File: config.mk
export PLATFORM = sky130hd
export DESIGN_NAME = control_sequencer
export DESIGN_NICKNAME = d
export VERILOG_FILES = /design/src/rtl/cpu_ctrl_pkg.sv /design/src/rtl/reg_select_decoder.sv /design/src/rtl/control_sequencer.sv
export SDC_FILE = /design/constraint.sdc
export NUM_CORES = 1
export LEC_CHECK = 0
export BUFFER_PORTS_ARGS = -buffer_cell sky130_fd_sc_hd__buf_2
export CAP_MARGIN = 15
export CORE_ASPECT_RATIO = 0.7
export CORE_UTILIZATION = 29
export CTS_BUF_LIST = sky130_fd_sc_hd__clkbuf_8
export DETAILED_ROUTE_END_ITERATION = 10
export SLEW_MARGIN = 25
export SYNTH_ARGS = -nofsm -noshare
export SYNTH_HDL_FRONTEND = slang
export SYNTH_SLANG_ARGS = --single-unit
File: constraint.sdc
create_clock -name clk -period 3.5 [get_ports clk]
set_clock_uncertainty 0.15 [all_clocks]
set_input_delay 0.525 -clock clk [delete_from_list [all_inputs] [get_ports clk]]
set_output_delay 0.525 -clock clk [all_outputs]
set_load 0.05 [all_outputs]
File: src/rtl/cpu_ctrl_pkg.sv
// Shared definitions for the hardwired CPU control sequencer: opcodes,
// IR field positions, sequencer states and instruction classes.
package cpu_ctrl_pkg;

  localparam int unsigned OPW = 5;

  localparam int unsigned OP_MSB = 31;
  localparam int unsigned OP_LSB = 27;
  localparam int unsigned RA_MSB = 26;
  localparam int unsigned RA_LSB = 23;
  localparam int unsigned RB_MSB = 22;
  localparam int unsigned RB_LSB = 19;
  localparam int unsigned RC_MSB = 18;
  localparam int unsigned RC_LSB = 15;

  localparam logic [OPW-1:0] OP_ADD  = 5'b00000;
  localparam logic [OPW-1:0] OP_ROL  = 5'b01000;
  localparam logic [OPW-1:0] OP_ADDI = 5'b01001;
  localparam logic [OPW-1:0] OP_ORI  = 5'b01011;
  localparam logic [OPW-1:0] OP_MUL  = 5'b01111;
  localparam logic [OPW-1:0] OP_DIV  = 5'b10000;
  localparam logic [OPW-1:0] OP_NEG  = 5'b10001;
  localparam logic [OPW-1:0] OP_NOT  = 5'b10010;
  localparam logic [OPW-1:0] OP_NOP  = 5'b11010;
  localparam logic [OPW-1:0] OP_HALT = 5'b11011;

  typedef enum logic [3:0] {
    S_RST, S_T0, S_T1, S_T2, S_T3, S_T4, S_T5, S_T6, S_HALT
  } state_t;

  typedef enum logic [2:0] {
    C_RR, C_IMM, C_UNARY, C_MULDIV, C_NOP, C_HALT, C_ILL
  } iclass_t;

  function automatic iclass_t decode_class(input logic [OPW-1:0] op);
    iclass_t c;
    c = C_ILL;
    if (op <= OP_ROL) begin
      c = C_RR;
    end else if (op >= OP_ADDI && op <= OP_ORI) begin
      c = C_IMM;
    end else begin
      case (op)
        OP_MUL, OP_DIV: c = C_MULDIV;
        OP_NEG, OP_NOT: c = C_UNARY;
        OP_NOP:         c = C_NOP;
        OP_HALT:        c = C_HALT;
        default:        c = C_ILL;
      endcase
    end
    return c;
  endfunction

endpackage

File: src/rtl/reg_select_decoder.sv
// Binary-to-one-hot register select decoder with enable; all zeros when disabled.
module reg_select_decoder #(
  parameter int unsigned NOUT = 16,
  parameter int unsigned SELW = 4
) (
  input  logic            en,
  input  logic [SELW-1:0] sel,
  output logic [NOUT-1:0] onehot
);

  always_comb begin
    onehot = '0;
    if (en) onehot[sel] = 1'b1;
  end

endmodule

File: src/rtl/control_sequencer.sv
// Hardwired control unit: fetch T0-T2, decode IR, execute T3-T6, with HALT
// and asynchronous active-low clear. All outputs are Moore-decoded.
module control_sequencer #(
  parameter int unsigned NREGS = 16,
  parameter int unsigned OPW   = 5
) (
  input  logic             clk,
  input  logic             clr,
  input  logic [31:0]      IR,
  input  logic             Stop,
  output logic [NREGS-1:0] Rin,
  output logic [NREGS-1:0] Rout,
  output logic             HIin,
  output logic             LOin,
  output logic             Zhighin,
  output logic             Zlowin,
  output logic             PCin,
  output logic             MDRin,
  output logic             IRin,
  output logic             Yin,
  output logic             MARin,
  output logic             HIout,
  output logic             LOout,
  output logic             Zhighout,
  output logic             Zlowout,
  output logic             PCout,
  output logic             MDRout,
  output logic             Cout,
  output logic             IncPC,
  output logic             Read,
  output logic [OPW-1:0]   ALUopcode,
  output logic             Run,
  output logic             ill_op
);
  import cpu_ctrl_pkg::*;

  state_t     state, state_nx, ret_state;
  iclass_t    cls;
  logic [OPW-1:0] op;
  logic [3:0] ra, rb, rc;
  logic       rin_en, rout_en;
  logic [3:0] rin_sel, rout_sel;

  assign op  = IR[OP_MSB:OP_LSB];
  assign ra  = IR[RA_MSB:RA_LSB];
  assign rb  = IR[RB_MSB:RB_LSB];
  assign rc  = IR[RC_MSB:RC_LSB];
  assign cls = decode_class(op);

  // Every instruction's final execute step returns here; Stop only matters then.
  assign ret_state = Stop ? S_HALT : S_T0;

  always_ff @(posedge clk or negedge clr) begin
    if (!clr) state <= S_RST;
    else      state <= state_nx;
  end

  always_comb begin
    state_nx  = state;
    HIin = 1'b0; LOin = 1'b0; Zhighin = 1'b0; Zlowin = 1'b0;
    PCin = 1'b0; MDRin = 1'b0; IRin = 1'b0; Yin = 1'b0; MARin = 1'b0;
    HIout = 1'b0; LOout = 1'b0; Zhighout = 1'b0; Zlowout = 1'b0;
    PCout = 1'b0; MDRout = 1'b0; Cout = 1'b0;
    IncPC = 1'b0; Read = 1'b0; ill_op = 1'b0;
    ALUopcode = '0;
    Run       = (state != S_RST) && (state != S_HALT);
    rin_en    = 1'b0;
    rin_sel   = ra;
    rout_en   = 1'b0;
    rout_sel  = rb;
    case (state)
      S_RST: state_nx = S_T0;
      S_T0: begin
        PCout = 1'b1; MARin = 1'b1; IncPC = 1'b1; Zlowin = 1'b1;
        state_nx = S_T1;
      end
      S_T1: begin
        Zlowout = 1'b1; PCin = 1'b1; Read = 1'b1; MDRin = 1'b1;
        state_nx = S_T2;
      end
      S_T2: begin
        MDRout = 1'b1; IRin = 1'b1;
        state_nx = S_T3;
      end
      S_T3: begin
        case (cls)
          C_RR, C_IMM: begin
            rout_en = 1'b1; Yin = 1'b1; state_nx = S_T4;
          end
          C_UNARY: begin
            rout_en = 1'b1; ALUopcode = op; Zhighin = 1'b1; Zlowin = 1'b1;
            state_nx = S_T4;
          end
          C_MULDIV: begin
            rout_en = 1'b1; rout_sel = ra; Yin = 1'b1; state_nx = S_T4;
          end
          C_HALT:  state_nx = S_HALT;
          C_ILL: begin
            ill_op = 1'b1; state_nx = ret_state;
          end
          default: state_nx = ret_state;
        endcase
      end
      S_T4: begin
        case (cls)
          C_RR: begin
            rout_en = 1'b1; rout_sel = rc;
            ALUopcode = op; Zhighin = 1'b1; Zlowin = 1'b1; state_nx = S_T5;
          end
          C_IMM: begin
            Cout = 1'b1; ALUopcode = op; Zhighin = 1'b1; Zlowin = 1'b1;
            state_nx = S_T5;
          end
          C_UNARY: begin
            Zlowout = 1'b1; rin_en = 1'b1; state_nx = ret_state;
          end
          C_MULDIV: begin
            rout_en = 1'b1; ALUopcode = op; Zhighin = 1'b1; Zlowin = 1'b1;
            state_nx = S_T5;
          end
          default: state_nx = S_T0;
        endcase
      end
      S_T5: begin
        case (cls)
          C_RR, C_IMM: begin
            Zlowout = 1'b1; rin_en = 1'b1; state_nx = ret_state;
          end
          C_MULDIV: begin
            Zlowout = 1'b1; LOin = 1'b1; state_nx = S_T6;
          end
          default: state_nx = S_T0;
        endcase
      end
      S_T6: begin
        Zhighout = 1'b1; HIin = 1'b1; state_nx = ret_state;
      end
      S_HALT:  state_nx = S_HALT;
      default: state_nx = S_RST;
    endcase
  end

  reg_select_decoder #(.NOUT(NREGS), .SELW(4)) u_rin_dec (
    .en(rin_en), .sel(rin_sel), .onehot(Rin)
  );

  reg_select_decoder #(.NOUT(NREGS), .SELW(4)) u_rout_dec (
    .en(rout_en), .sel(rout_sel), .onehot(Rout)
  );

endmodule

# Yosys cells after proc, flatten, opt, wreduce, memory -nomap -nowiden
# Index checks and enable logic that the tools add are counted.
dict set report word_totals {
  reg_bits 4
  latch_bits 0
  ram_bits 0
  rom_bits 0
  input_bits 35
  word_cells 82
  memories 0
}
dict set report op_classes {
  add_sub_neg 0
  n_mul 0
  div_mod_pow 0
  order_cmp 7
  n_eq_ne 20
  shifts 0
  muxes 41
  bitwise 0
  reduce_logical 13
}
# cell n
set op_table {}
lappend op_table {{$pmux 4 s9} 1}
lappend op_table {{$mux 16} 2}
lappend op_table {{$pmux 4 s2} 4}
lappend op_table {{$eq 5x5->1 const B} 5}
lappend op_table {{$mux 1} 18}
lappend op_table {{$eq 4x3->1 const B} 4}
lappend op_table {{$mux 4} 3}
lappend op_table {{$pmux 3 s4} 1}
lappend op_table {{$le 5x4->1 const B} 2}
lappend op_table {{$lt 4x5->1 const B} 2}
lappend op_table {{$mux 5} 2}
lappend op_table {{$pmux 5 s2} 1}
lappend op_table {{$demux 1 s4} 2}
lappend op_table {{$eq 4x2->1 const B} 2}
lappend op_table {{$ge 4x1->1 const B} 2}
lappend op_table {{$reduce_or 2->1} 4}
lappend op_table {{$eq 3x2->1 const B} 2}
lappend op_table {{$eq 3x3->1 const B} 2}
lappend op_table {{$mux 3} 2}
lappend op_table {{$pmux 1 s2} 3}
lappend op_table {{$pmux 1 s3} 2}
lappend op_table {{$eq 5x4->1 const B} 1}
lappend op_table {{$ge 5x4->1 const B} 1}
lappend op_table {{$eq 4x1->1 const B} 1}
lappend op_table {{other kinds (9)} 12}

# Depth between registers and ports, before layout
# Gate-level depths: netlist (run 1).
dict set report depth {
  depth_word 13
  depth_mapped 7
}

# Hierarchy
# Synthesis (run 1) repeated with hierarchy kept, for this count alone.
dict set report unflattened {
  cells_unflattened 167
  hier_area_um2 1143.6
}
# module instances cells_per_inst area_each_um2 seq_area_each_um2
set modules_own_cells {}
lappend modules_own_cells {control_sequencer 1 121 908.4 100.1}
lappend modules_own_cells {reg_select_decoder 2 23 117.6 0.0}

# Worst setup path after synthesis (run 1)
# OpenSTA, ideal clock, no wires.
dict set report synth_timing {
  kind {in2out}
  start {input port IR[29]}
  end {output port Rout[1]}
  t_arrival_ns 3.422
  required_time_ns 2.825
  path_slack_ns -0.597
  path_stages 7
  n_path_buf 2
  path_cell_list {buf_6 -> o31a_1 -> or2_4 -> a22oi_2 -> o211ai_2 -> buf_4 -> nor4b_1}
}
dict set report synth_via {
  elab_chain_len 13
}
# element line
set synth_rtl {}
lappend synth_rtl {{start: declaration} control_sequencer.sv:9} ;# input logic [31:0] IR,
lappend synth_rtl {{$eq 5x5->1 / $eq 5x4->1 (equally long branches)} cpu_ctrl_pkg.sv:43} ;# case (op)
lappend synth_rtl {{$reduce_or 2->1} cpu_ctrl_pkg.sv:43}
lappend synth_rtl {{$pmux 3 s4} cpu_ctrl_pkg.sv:43}
lappend synth_rtl {{$mux 3} cpu_ctrl_pkg.sv:40} ;# end else if (op >= OP_ADDI && op <= OP_ORI) begin
lappend synth_rtl {{$mux 3 (*)} cpu_ctrl_pkg.sv:38} ;# if (op <= OP_ROL) begin
lappend synth_rtl {{$eq 3x2->1 / $logic_not 3->1 (equally long branches)} {control_sequencer.sv:86, control_sequencer.sv:105}}
lappend synth_rtl {{$mux 4 (on tied branches)} {control_sequencer.sv:86, control_sequencer.sv:105}}
lappend synth_rtl {{$pmux 4 s2} control_sequencer.sv:71} ;# case (state)
lappend synth_rtl {{$lt 4x5->1 (not written as such) / $ge 4x1->1 (equally long branches)} reg_select_decoder.sv:13} ;# if (en) onehot[sel] = 1'b1;
lappend synth_rtl {{$logic_and 1x1->1 (not written as such)} reg_select_decoder.sv:13}
lappend synth_rtl {{$mux 1 (not written as such)} reg_select_decoder.sv:13}
lappend synth_rtl {{$demux 1 s4} n/a}
lappend synth_rtl {{$mux 16 (*)} reg_select_decoder.sv:13}
lappend synth_rtl {{end: declaration} control_sequencer.sv:12} ;# output logic [NREGS-1:0] Rout,
# Mark *: on every way between the ends. The rest lies on a longest branch, timed or not.

# Final worst setup path (run 1)
dict set report layout_timing {
  start {register state[3]}
  end {output port Rout[3]}
}
dict set report layout_via {
  elab_chain_len 7
}
# element line
set layout_rtl {}
lappend layout_rtl {{start: declaration} control_sequencer.sv:37} ;# state_t state, state_nx, ret_state;
lappend layout_rtl {{start signal: assignment} control_sequencer.sv:55} ;# else state <= state_nx;
lappend layout_rtl {{$eq 4x3->1} control_sequencer.sv:71}
lappend layout_rtl {{$pmux 4 s2} control_sequencer.sv:71}
lappend layout_rtl {{$lt 4x5->1 (not written as such) / $ge 4x1->1 (equally long branches)} reg_select_decoder.sv:13}
lappend layout_rtl {{$logic_and 1x1->1 (not written as such)} reg_select_decoder.sv:13}
lappend layout_rtl {{$mux 1 (not written as such)} reg_select_decoder.sv:13}
lappend layout_rtl {{$demux 1 s4} n/a}
lappend layout_rtl {{$mux 16 (*)} reg_select_decoder.sv:13}
# Marks and branches as above.

==> impl_metrics.json, run 1 <==
{
  "cp-start-kind": "flip-flop",
  "layout.cells.non_filler": 285,
  "synth_commonest_cells": "nor2_1 (20), nand2_1 (13), nor3_1 (13), buf_4 (10), inv_1 (8)",
  "cts_setup_buffers": 0,
  "seq_area_frac_synth_pct": 7.866,
  "via_per_inst": 5.288,
  "p_switching_uw": 663.6,
  "p_seq_share_pct": 7.6,
  "vias": 1507,
  "grt_pass1_vias": 1179,
  "rsz0062_at_grt": "false",
  "end_kind": "primary output",
  "cts_tree": "built",
  "drtIter0Drc": 88,
  "root_buffer": "clkbuf_8",
  "h-tree-depth": 1,
  "port_buffers": 74,
  "die_x_um": 81.17,
  "regMostFlops": "state",
  "async_reset_ff_share_pct": 100.0,
  "top_regs": "state x4",
  "critical_path_arrival_ns": 2.57,
  "slew_violations": 0,
  "synth_edf_count": 0,
  "yosysUniqueCellTypes": 57,
  "drive_above_1_share_pct": 45.49,
  "final.setup.tns_ns": 0,
  "clockPowerShare_pct": 9.4,
  "synth_seq_cells": 4,
  "multi_input_area_mm2": 0.001044,
  "clockBufferDepth": 2,
  "synth_cells": 169,
  "final_core_util_pct": 41.77,
  "antenna_left": 0,
  "grt_start_max_net_pins": 21,
  "dieArea_mm2": 0.004661,
  "internal_power_uw": 376.0,
  "syn_avg_cell_area_um2": 7.529,
  "period_minus_slack_ns": 3.247,
  "drtPass1Iterations": 4,
  "p_total_uw": 1040,
  "seqCellArea_um2": 100.1,
  "grt.total_usage_pct": 15.02,
  "cp_max_fo": 16,
  "die_h_um": 57.42,
  "drc": 0,
  "largest_reg_flops": 4,
  "synth_area_mm2": 0.001272,
  "worst_slew_pin_slew_ns": 0.5497,
  "critPathRequiredTime_ns": 2.82,
  "p_leak_uw": 0.0008799,
  "pwr_density_cell_mw_per_mm2": 612.3,
  "grt_pass1_wl_mm": 5.568,
  "synthToLayoutAreaGrowth_pct": 33.43,
  "antenna_found_initial": 0,
  "initial_core_util_pct": 31.30,
  "switching_share_pct": 63.83,
  "yosysTopAreaCell": "dfrtp_1",
  "synthFlopType": "dfrtp_1",
  "num-fill-cells": 432,
  "gp_congestion": 0.8259,
  "io_pins": 92,
  "yosys_warnings": 0,
  "cts_buffers": 3,
  "drt-wirelength-per-cell_um": 12.89,
  "yosys.area.top_type_share_pct": 7.866,
  "hold_viol_final": 0,
  "drt-total-wl_mm": 3.673,
  "path_clk_slew_ns": 0.03,
  "final_nets": 270,
  "clk_latency_ns": 0.22,
  "synth_most_common_cell": "nor2_1",
  "clock_sinks": 4,
  "diodes": 0,
  "core_mm2": 0.004065,
  "fmax_mhz": 308.0,
  "status": "finished, final reports clean",
  "detailed_place_hpwl_mm": 2.873,
  "period_share_pct": 92.76,
  "overflow": 0,
  "hold_class": "reg2reg",
  "synthTopCellsByArea": "dfrtp_1 (7.9%), nor4b_2 (7.1%), buf_4 (5.9%), nor2_1 (5.9%), nor3_1 (5.1%)",
  "maxCapViolCount": 0,
  "rows": 19,
  "slew_headroom_pct": 63.36,
  "comb_power_share_pct": 83.0,
  "path_class": "reg2out",
  "ir_drop_uv": 516.4,
  "dp.cells": 281,
  "setup-violations-final": 0
}
path summary, 6_finish.rpt:
kind	to	cells after the start	startpoint	slack [ns]
min	state[0]$_DFF_PN0_	1	state[3]$_DFF_PN0_	0.41
max reg2reg	state[3]$_DFF_PN0_	6	state[2]$_DFF_PN0_	1.70
min reg2reg	state[0]$_DFF_PN0_	1	state[3]$_DFF_PN0_	0.41
min in group asynchronous	state[1]$_DFF_PN0_	2	clr	0.50
max in group asynchronous	state[0]$_DFF_PN0_	2	clr	2.58
max	Rout[3]	6	state[3]$_DFF_PN0_	0.25
worst max-delay path, stage by stage (launching register included):
cell and delay, ns:
dfrtp_1 0.44, or3b_4 0.50, nor3_4 0.29, a22oi_1 0.15, o211ai_4 0.41, nor4b_2 0.27, buf_2 0.30
power by group through the flow:
stage | Sequential [uW] | Combinational [uW] | Clock, uW
2_1_floorplan | 80.6 | 732 | 0
3_3_place_gp | 79.3 | 842 | 0
3_5_place_dp | 78.7 | 846 | 0
4_1_cts | 79.0 | 848 | 98.7
5_1_grt | 81.7 | 929 | 101
6_report | 78.9 | 863 | 97.8
area by class of cell:
type | instances | share of cell area (%)
multi-input cells | 138 | 61.46
inverters | 8 | 1.769
clock buffers | 3 | 2.432
repair buffers | 80 | 24.61
well taps | 52 | 3.832
flip-flops and latches | 4 | 5.895
logic make-up (layout without fill, tap and decap cells):
logic type	after synthesis	count (layout)	share of synthesized area, %
other cells	1	2	0.2947
mux	5	5	4.326
buf+inv	28	91	12.68
simple gates	100	100	51.72
flops	4	4	7.867
xor+xnor	1	1	0.6884
compound gates	30	30	22.42
per-layer routing:
layer / GRT usage [%] / up-vias / part of all wire, %
li1: - / 749 / -
met1: 25.24 / 690 / 50
met2: 19.69 / 68 / 40
met3: 3.200 / 0 / 10
met4: 0.2551 / 0 / 0
met5: 0 / - / 0
through the flow:
stage                     hold WS [ns]  setup WS (ns)  instance area (um2)
final                           0.4083         0.2533                 1698
after floorplan                0.07941        -0.4868                 1287
after detailed placement        0.1851         0.2440                 1629
after global routing            0.4474        0.08346                 1698
after global placement          0.1835         0.2421                 1629
after CTS                       0.4092         0.1020                 1680
placed cells by master, fill, tap and decap left out, types with 2 or more instances in the layout:
cell type | Yosys | layout
buf_2 | 3 | 74
nor2_1 | 20 | 20
nand2_1 | 13 | 13
nor3_1 | 13 | 12
inv_1 | 8 | 8
nor4b_2 | 6 | 7
nor2b_1 | 6 | 6
a21oi_1 | 6 | 6
nand2b_1 | 5 | 5
buf_4 | 10 | 5
mux2i_1 | 4 | 4
nand3_1 | 4 | 4
and4b_1 | 4 | 4
and3_1 | 4 | 4
nor4_1 | 4 | 4
dfrtp_1 | 4 | 4
and2_1 | 3 | 3
nand3b_1 | 3 | 3
clkbuf_8 | 0 | 3
nand4_1 | 2 | 2
o31a_1 | 2 | 2
nor3b_1 | 2 | 2
o211ai_4 | 0 | 2
or4_1 | 2 | 2
o21ai_0 | 2 | 2
conb_1 | 1 | 2
timing repair:
action                     in CTS  in global routing
gates resized for setup         0                  2
hold buffers                    1                  0
hold endpoints to repair        4                  0
setup endpoints to repair       0                 10
Power figures use the tool's default switching activity.
==> inputs of run 2 (changes only) <==
--- a/config.mk
+++ b/config.mk
@@ -11,6 +11,7 @@
 export CORE_UTILIZATION = 29
 export CTS_BUF_LIST = sky130_fd_sc_hd__clkbuf_8
 export DETAILED_ROUTE_END_ITERATION = 10
+export RECOVER_POWER = 100
 export SLEW_MARGIN = 25
 export SYNTH_ARGS = -nofsm -noshare
 export SYNTH_HDL_FRONTEND = slang
==> constraint.sdc (replaced) <==
create_clock -name clk -period 4.1 [get_ports clk]
set_clock_uncertainty 0.15 [all_clocks]
set_input_delay 0.615 -clock clk [delete_from_list [all_inputs] [get_ports clk]]
set_output_delay 0.615 -clock clk [all_outputs]
set_load 0.05 [all_outputs]
==> impl_metrics.json, run 2 (synthesis gave the netlist of run 1 again) <==
{
  "ctsResizeCount": 0,
  "period_share_pct": 93.84,
  "worst_slack_ns": 0.2525,
  "port_buffers": 74,
  "internal_power_uw": 286.4,
  "path_class": "in2out",
  "slew_headroom_pct": 54.06,
  "slowest_stage": "or4b_4",
  "initial_core_util_pct": 31.30,
  "drive_above_1_share_pct": 26.20,
  "dieArea_mm2": 0.004661,
  "final_cell_mix": "clkbuf_1 (42), nor2_1 (20), buf_2 (17)",
  "detailed_place_hpwl_mm": 2.937,
  "vias": 1437,
  "die_h_um": 57.42,
  "ff2ff_path_depth": 4,
  "pwr_density_cell_mw_per_mm2": 530.9,
  "drtPass1Iterations": 4,
  "critical_path_arrival_ns": 3.08,
  "root_buffer": "clkbuf_8",
  "cp_top_family": "simple AND/OR/NAND/NOR gates",
  "end_kind": "primary output",
  "critPathBufInv": 2,
  "drt-total-wl_mm": 3.717,
  "top_regs": "state x4",
  "largest_reg_flops": 4,
  "synthToLayoutAreaGrowth_pct": 24.98,
  "grt_pass1_vias": 1264,
  "grt_pass1_wl_mm": 5.892,
  "worstPathCellList": "clkbuf_1, nor3b_4, a2bb2oi_2, or4b_4, o311a_4, nor4b_2, clkbuf_2",
  "clock_sinks": 4,
  "rows": 19,
  "dp_slack_ns": 0.5781,
  "antenna_found_initial": 0,
  "io_pins": 92,
  "slew_violations": 0,
  "p_leak_uw": 0.0006671,
  "worst_slew_pin_slew_ns": 0.6870,
  "slowest_delay_ns": 0.58,
  "p_seq_share_pct": 10.0,
  "post-route-cell-area_mm2": 0.001590,
  "grt_start_max_net_pins": 21,
  "cp-start-kind": "input pin",
  "antenna_left": 0,
  "comb_power_share_pct": 80.5,
  "p_switching_uw": 557.9,
  "place_area_mm2": 0.001602,
  "clockPowerShare_pct": 9.6,
  "ir_drop_uv": 532.7,
  "worstReg2RegEnd": "state[3]$_DFF_PN0_",
  "cts_setup_buffers": 0,
  "r2r_start": "state[1]$_DFF_PN0_",
  "dp.cells": 278,
  "period_minus_slack_ns": 3.847,
  "setup-violations-final": 0,
  "status": "finished, final reports clean",
  "via_per_inst": 5.114,
  "grt.total_usage_pct": 15.82,
  "gp_congestion": 0.8362,
  "h-tree-depth": 1,
  "cts_tree": "built",
  "cts_buffers": 3,
  "rsz0062_at_grt": "false",
  "overflow": 0,
  "path_clk_slew_ns": 0.03,
  "switching_share_pct": 66.08,
  "hold_viol_final": 0,
  "clk_latency_ns": 0.21,
  "layout_commonest_cell": "clkbuf_1",
  "drt-wirelength-per-cell_um": 13.23,
  "regMostFlops": "state",
  "cp_max_fo": 14,
  "drc": 0,
  "rrSetupSlack_ns": 2.21,
  "fmax_mhz": 259.9,
  "diodes": 0,
  "clockBufferDepth": 2,
  "die_x_um": 81.17,
  "hold_slack_ns": 0.07138,
  "final.setup.tns_ns": 0,
  "hold_class": "in2async",
  "maxCapViolCount": 0,
  "ctsHoldBuffers": 0,
  "num-fill-cells": 450,
  "layout.cells.non_filler": 281,
  "drtIter0Drc": 74,
  "critPathRequiredTime_ns": 3.34,
  "final_nets": 266,
  "core_mm2": 0.004065
}
==> run 2: cell count changes in the layout (fill, tap and decap cells not counted), sizes merged <==
cell         previous run  this run
buf                    79        19
clkbuf                  3        60
dlygate4sd3             1         0
==> run 2: how the worst max path moves through the flow <==
stage	from	to	cells past startpoint	slack, ns
after global routing	IR[31]	Rout[2]	7	0.12
after detailed placement	IR[31]	Rout[6]	7	0.58
final	IR[31]	Rout[6]	7	0.25
after global placement	IR[31]	Rout[6]	7	0.60
after floorplan	IR[29]	Rout[0]	7	-0.07
after CTS	state[1]$_DFF_PN0_	Rout[9]	6	0.46
==> run 2: layer usage <==
layer	share of wire (%)	vias to the layer above	GRT usage (%)	routed length, um
li1	-	746	-	-
met1	52	638	25.31	1933
met2	41	53	22.93	1509
met3	7.3	0	2.720	273
met4	0	0	0	0
met5	0	-	0	0
==> run 2: layout make-up <==
type                    instances  area, um2  area share [%]
multi-input cells             138       1021           64.20
repair buffers                 76      332.8           20.93
flip-flops and latches          4      100.1           6.294
well taps                      52      65.06           4.091
clock buffers                   3      41.29           2.596
inverters                       8      30.03           1.888
==> run 2: stage by stage <==
step	total power (uW)	utilization, %
2_1_floorplan	693.3	-
3_3_place_gp	773.3	39.40
3_5_place_dp	778.2	39.40
4_1_cts	862.7	40.41
5_1_grt	908.5	39.12
6_report	844.4	39.12
==> run 2: power groups by stage <==
stage | Combinational, uW | Clock [uW] | Sequential [uW]
after floorplan | 624 | 0 | 68.8
after global placement | 690 | 0 | 83.3
after detailed placement | 695 | 0 | 83.2
after CTS | 696 | 83.2 | 84.0
after global routing | 733 | 86.2 | 89.6
final | 679 | 81.0 | 84.0
==> inputs of run 3 (changes only) <==
--- a/config.mk
+++ b/config.mk
@@ -5,7 +5,7 @@
 export SDC_FILE = /design/constraint.sdc
 export NUM_CORES = 1
 export LEC_CHECK = 0
-export BUFFER_PORTS_ARGS = -buffer_cell sky130_fd_sc_hd__buf_2
+export BUFFER_PORTS_ARGS = -buffer_cell sky130_fd_sc_hd__buf_4
 export CAP_MARGIN = 15
 export CORE_ASPECT_RATIO = 0.7
 export CORE_UTILIZATION = 29
==> impl_metrics.json, run 3 (synthesis gave the netlist of run 1 again) <==
{
  "status": "finished, final reports clean",
  "ctsResizeCount": 0,
  "drt-total-wl_mm": 3.917,
  "synthToLayoutAreaGrowth_pct": 26.55,
  "ir_drop_uv": 310.8,
  "regMostFlops": "state",
  "grt_pass1_wl_mm": 6.382,
  "antenna_left": 0,
  "io_pins": 92,
  "path_class": "in2out",
  "clockBufferDepth": 2,
  "initial_core_util_pct": 31.30,
  "grt_start_max_net_pins": 17,
  "layout_commonest_cell": "clkbuf_1",
  "grt_util_met1_pct": 28.08,
  "antenna_found_initial": 0,
  "worst_slew_pin_slew_ns": 0.6529,
  "grt.total_usage_pct": 17.15,
  "dp_slack_ns": 0.6976,
  "grt_pass1_vias": 1315,
  "slew_headroom_pct": 56.35,
  "fmax_mhz": 270.0,
  "cts_tree": "built",
  "cp_max_fo": 11,
  "layout.cells.non_filler": 281,
  "diodes": 0,
  "period_minus_slack_ns": 3.703,
  "clock_sinks": 4,
  "post-route-cell-area_mm2": 0.001610,
  "overflow": 0,
  "worst_slack_ns": 0.3967,
  "final_cell_mix": "clkbuf_1 (42), buf_4 (30), nor2_1 (20)",
  "rows": 19,
  "die_x_um": 81.17,
  "top_regs": "state x4",
  "pwr_density_cell_mw_per_mm2": 521.0,
  "cts_setup_buffers": 0,
  "num-fill-cells": 480,
  "ctsHoldBuffers": 0,
  "hold_class": "in2async",
  "place_area_mm2": 0.001787,
  "via_per_inst": 5.317,
  "final.setup.tns_ns": 0,
  "hold_viol_final": 0,
  "drtIter0Drc": 45,
  "detailed_place_hpwl_mm": 3.106,
  "end_kind": "primary output",
  "setup-violations-final": 0,
  "dp.cells": 278,
  "drtPass1Iterations": 4,
  "cts_buffers": 3,
  "period_share_pct": 90.32,
  "cp-start-kind": "input pin",
  "port_buffers": 74,
  "drive_above_1_share_pct": 22.71,
  "core_mm2": 0.004065,
  "ff2ff_path_depth": 6,
  "largest_reg_flops": 4,
  "critical_path_arrival_ns": 2.94,
  "drt-wirelength-per-cell_um": 13.94,
  "die_h_um": 57.42,
  "path_clk_slew_ns": 0.03,
  "root_buffer": "clkbuf_8",
  "drc": 0,
  "top_usage_layer": "met1",
  "final_nets": 266,
  "grt_util_met2_pct": 23.29,
  "p_leak_uw": 0.0006785,
  "rsz0062_at_grt": "false",
  "slew_violations": 0,
  "maxCapViolCount": 0,
  "gp_congestion": 0.8383,
  "h-tree-depth": 1,
  "vias": 1494,
  "critPathRequiredTime_ns": 3.34,
  "dieArea_mm2": 0.004661,
  "clk_latency_ns": 0.22,
  "met3_usage_pct": 3.040
}
[run 3: path summary, 6_finish.rpt]
check | to | startpoint | slack, ns
setup reg to reg | state[3]$_DFF_PN0_ | state[0]$_DFF_PN0_ | 2.17
max in group asynchronous | state[0]$_DFF_PN0_ | clr | 3.55
hold reg to reg | state[0]$_DFF_PN0_ | state[3]$_DFF_PN0_ | 0.42
hold / removal | state[1]$_DFF_PN0_ | clr | 0.07
setup / recovery | Rout[11] | IR[28] | 0.40
min in group clk | state[0]$_DFF_PN0_ | state[3]$_DFF_PN0_ | 0.42
[run 3: worst max-delay path, cell delays in order]
cell and delay, ns:
clkbuf_1 0.33, and2_0 0.22, o221ai_1 0.27, a221oi_1 0.45, a21bo_4 0.32, nor4b_4 0.25
clkbuf_1 0.49
[run 3: final cells by class]
| type | instances | area (um2) | share of cell area, % |
|---|---|---|---|
| Multi-Input combinational cell | 138 | 970.9 | 60.30 |
| Timing Repair Buffer | 76 | 402.9 | 25.02 |
| Sequential cell | 4 | 100.1 | 6.216 |
| Tap cell | 52 | 65.06 | 4.040 |
| Clock buffer | 3 | 41.29 | 2.564 |
| Inverter | 8 | 30.03 | 1.865 |
[run 3: routing by layer]
metal | part of all wire (%) | vias up
met5 | 0 | -
met4 | 0 | 0
met3 | 8.2 | 0
met2 | 41 | 60
met1 | 51 | 693
li1 | - | 741
[run 3: metrics by stage]
step                hold slack, ns  power (uW)  util (%)
finish                     0.07029       839.0     39.61
global placement            0.2623       826.5     43.95
detailed placement          0.2631       835.5     43.95
floorplan                   0.1694       693.3         -
CTS                        0.03483       920.7     44.97
global route               0.08818       900.1     39.61
[run 3: report_power, final]
| group | internal [uW] | leakage (uW) | switching [uW] |
|---|---|---|---|
| sequential | 55.8 | 0.0000510 | 38.3 |
| clock | 62.6 | 0.0000216 | 20.0 |
| combinational | 170 | 0.000606 | 493 |
| total | 288 | 0.000678 | 551 |
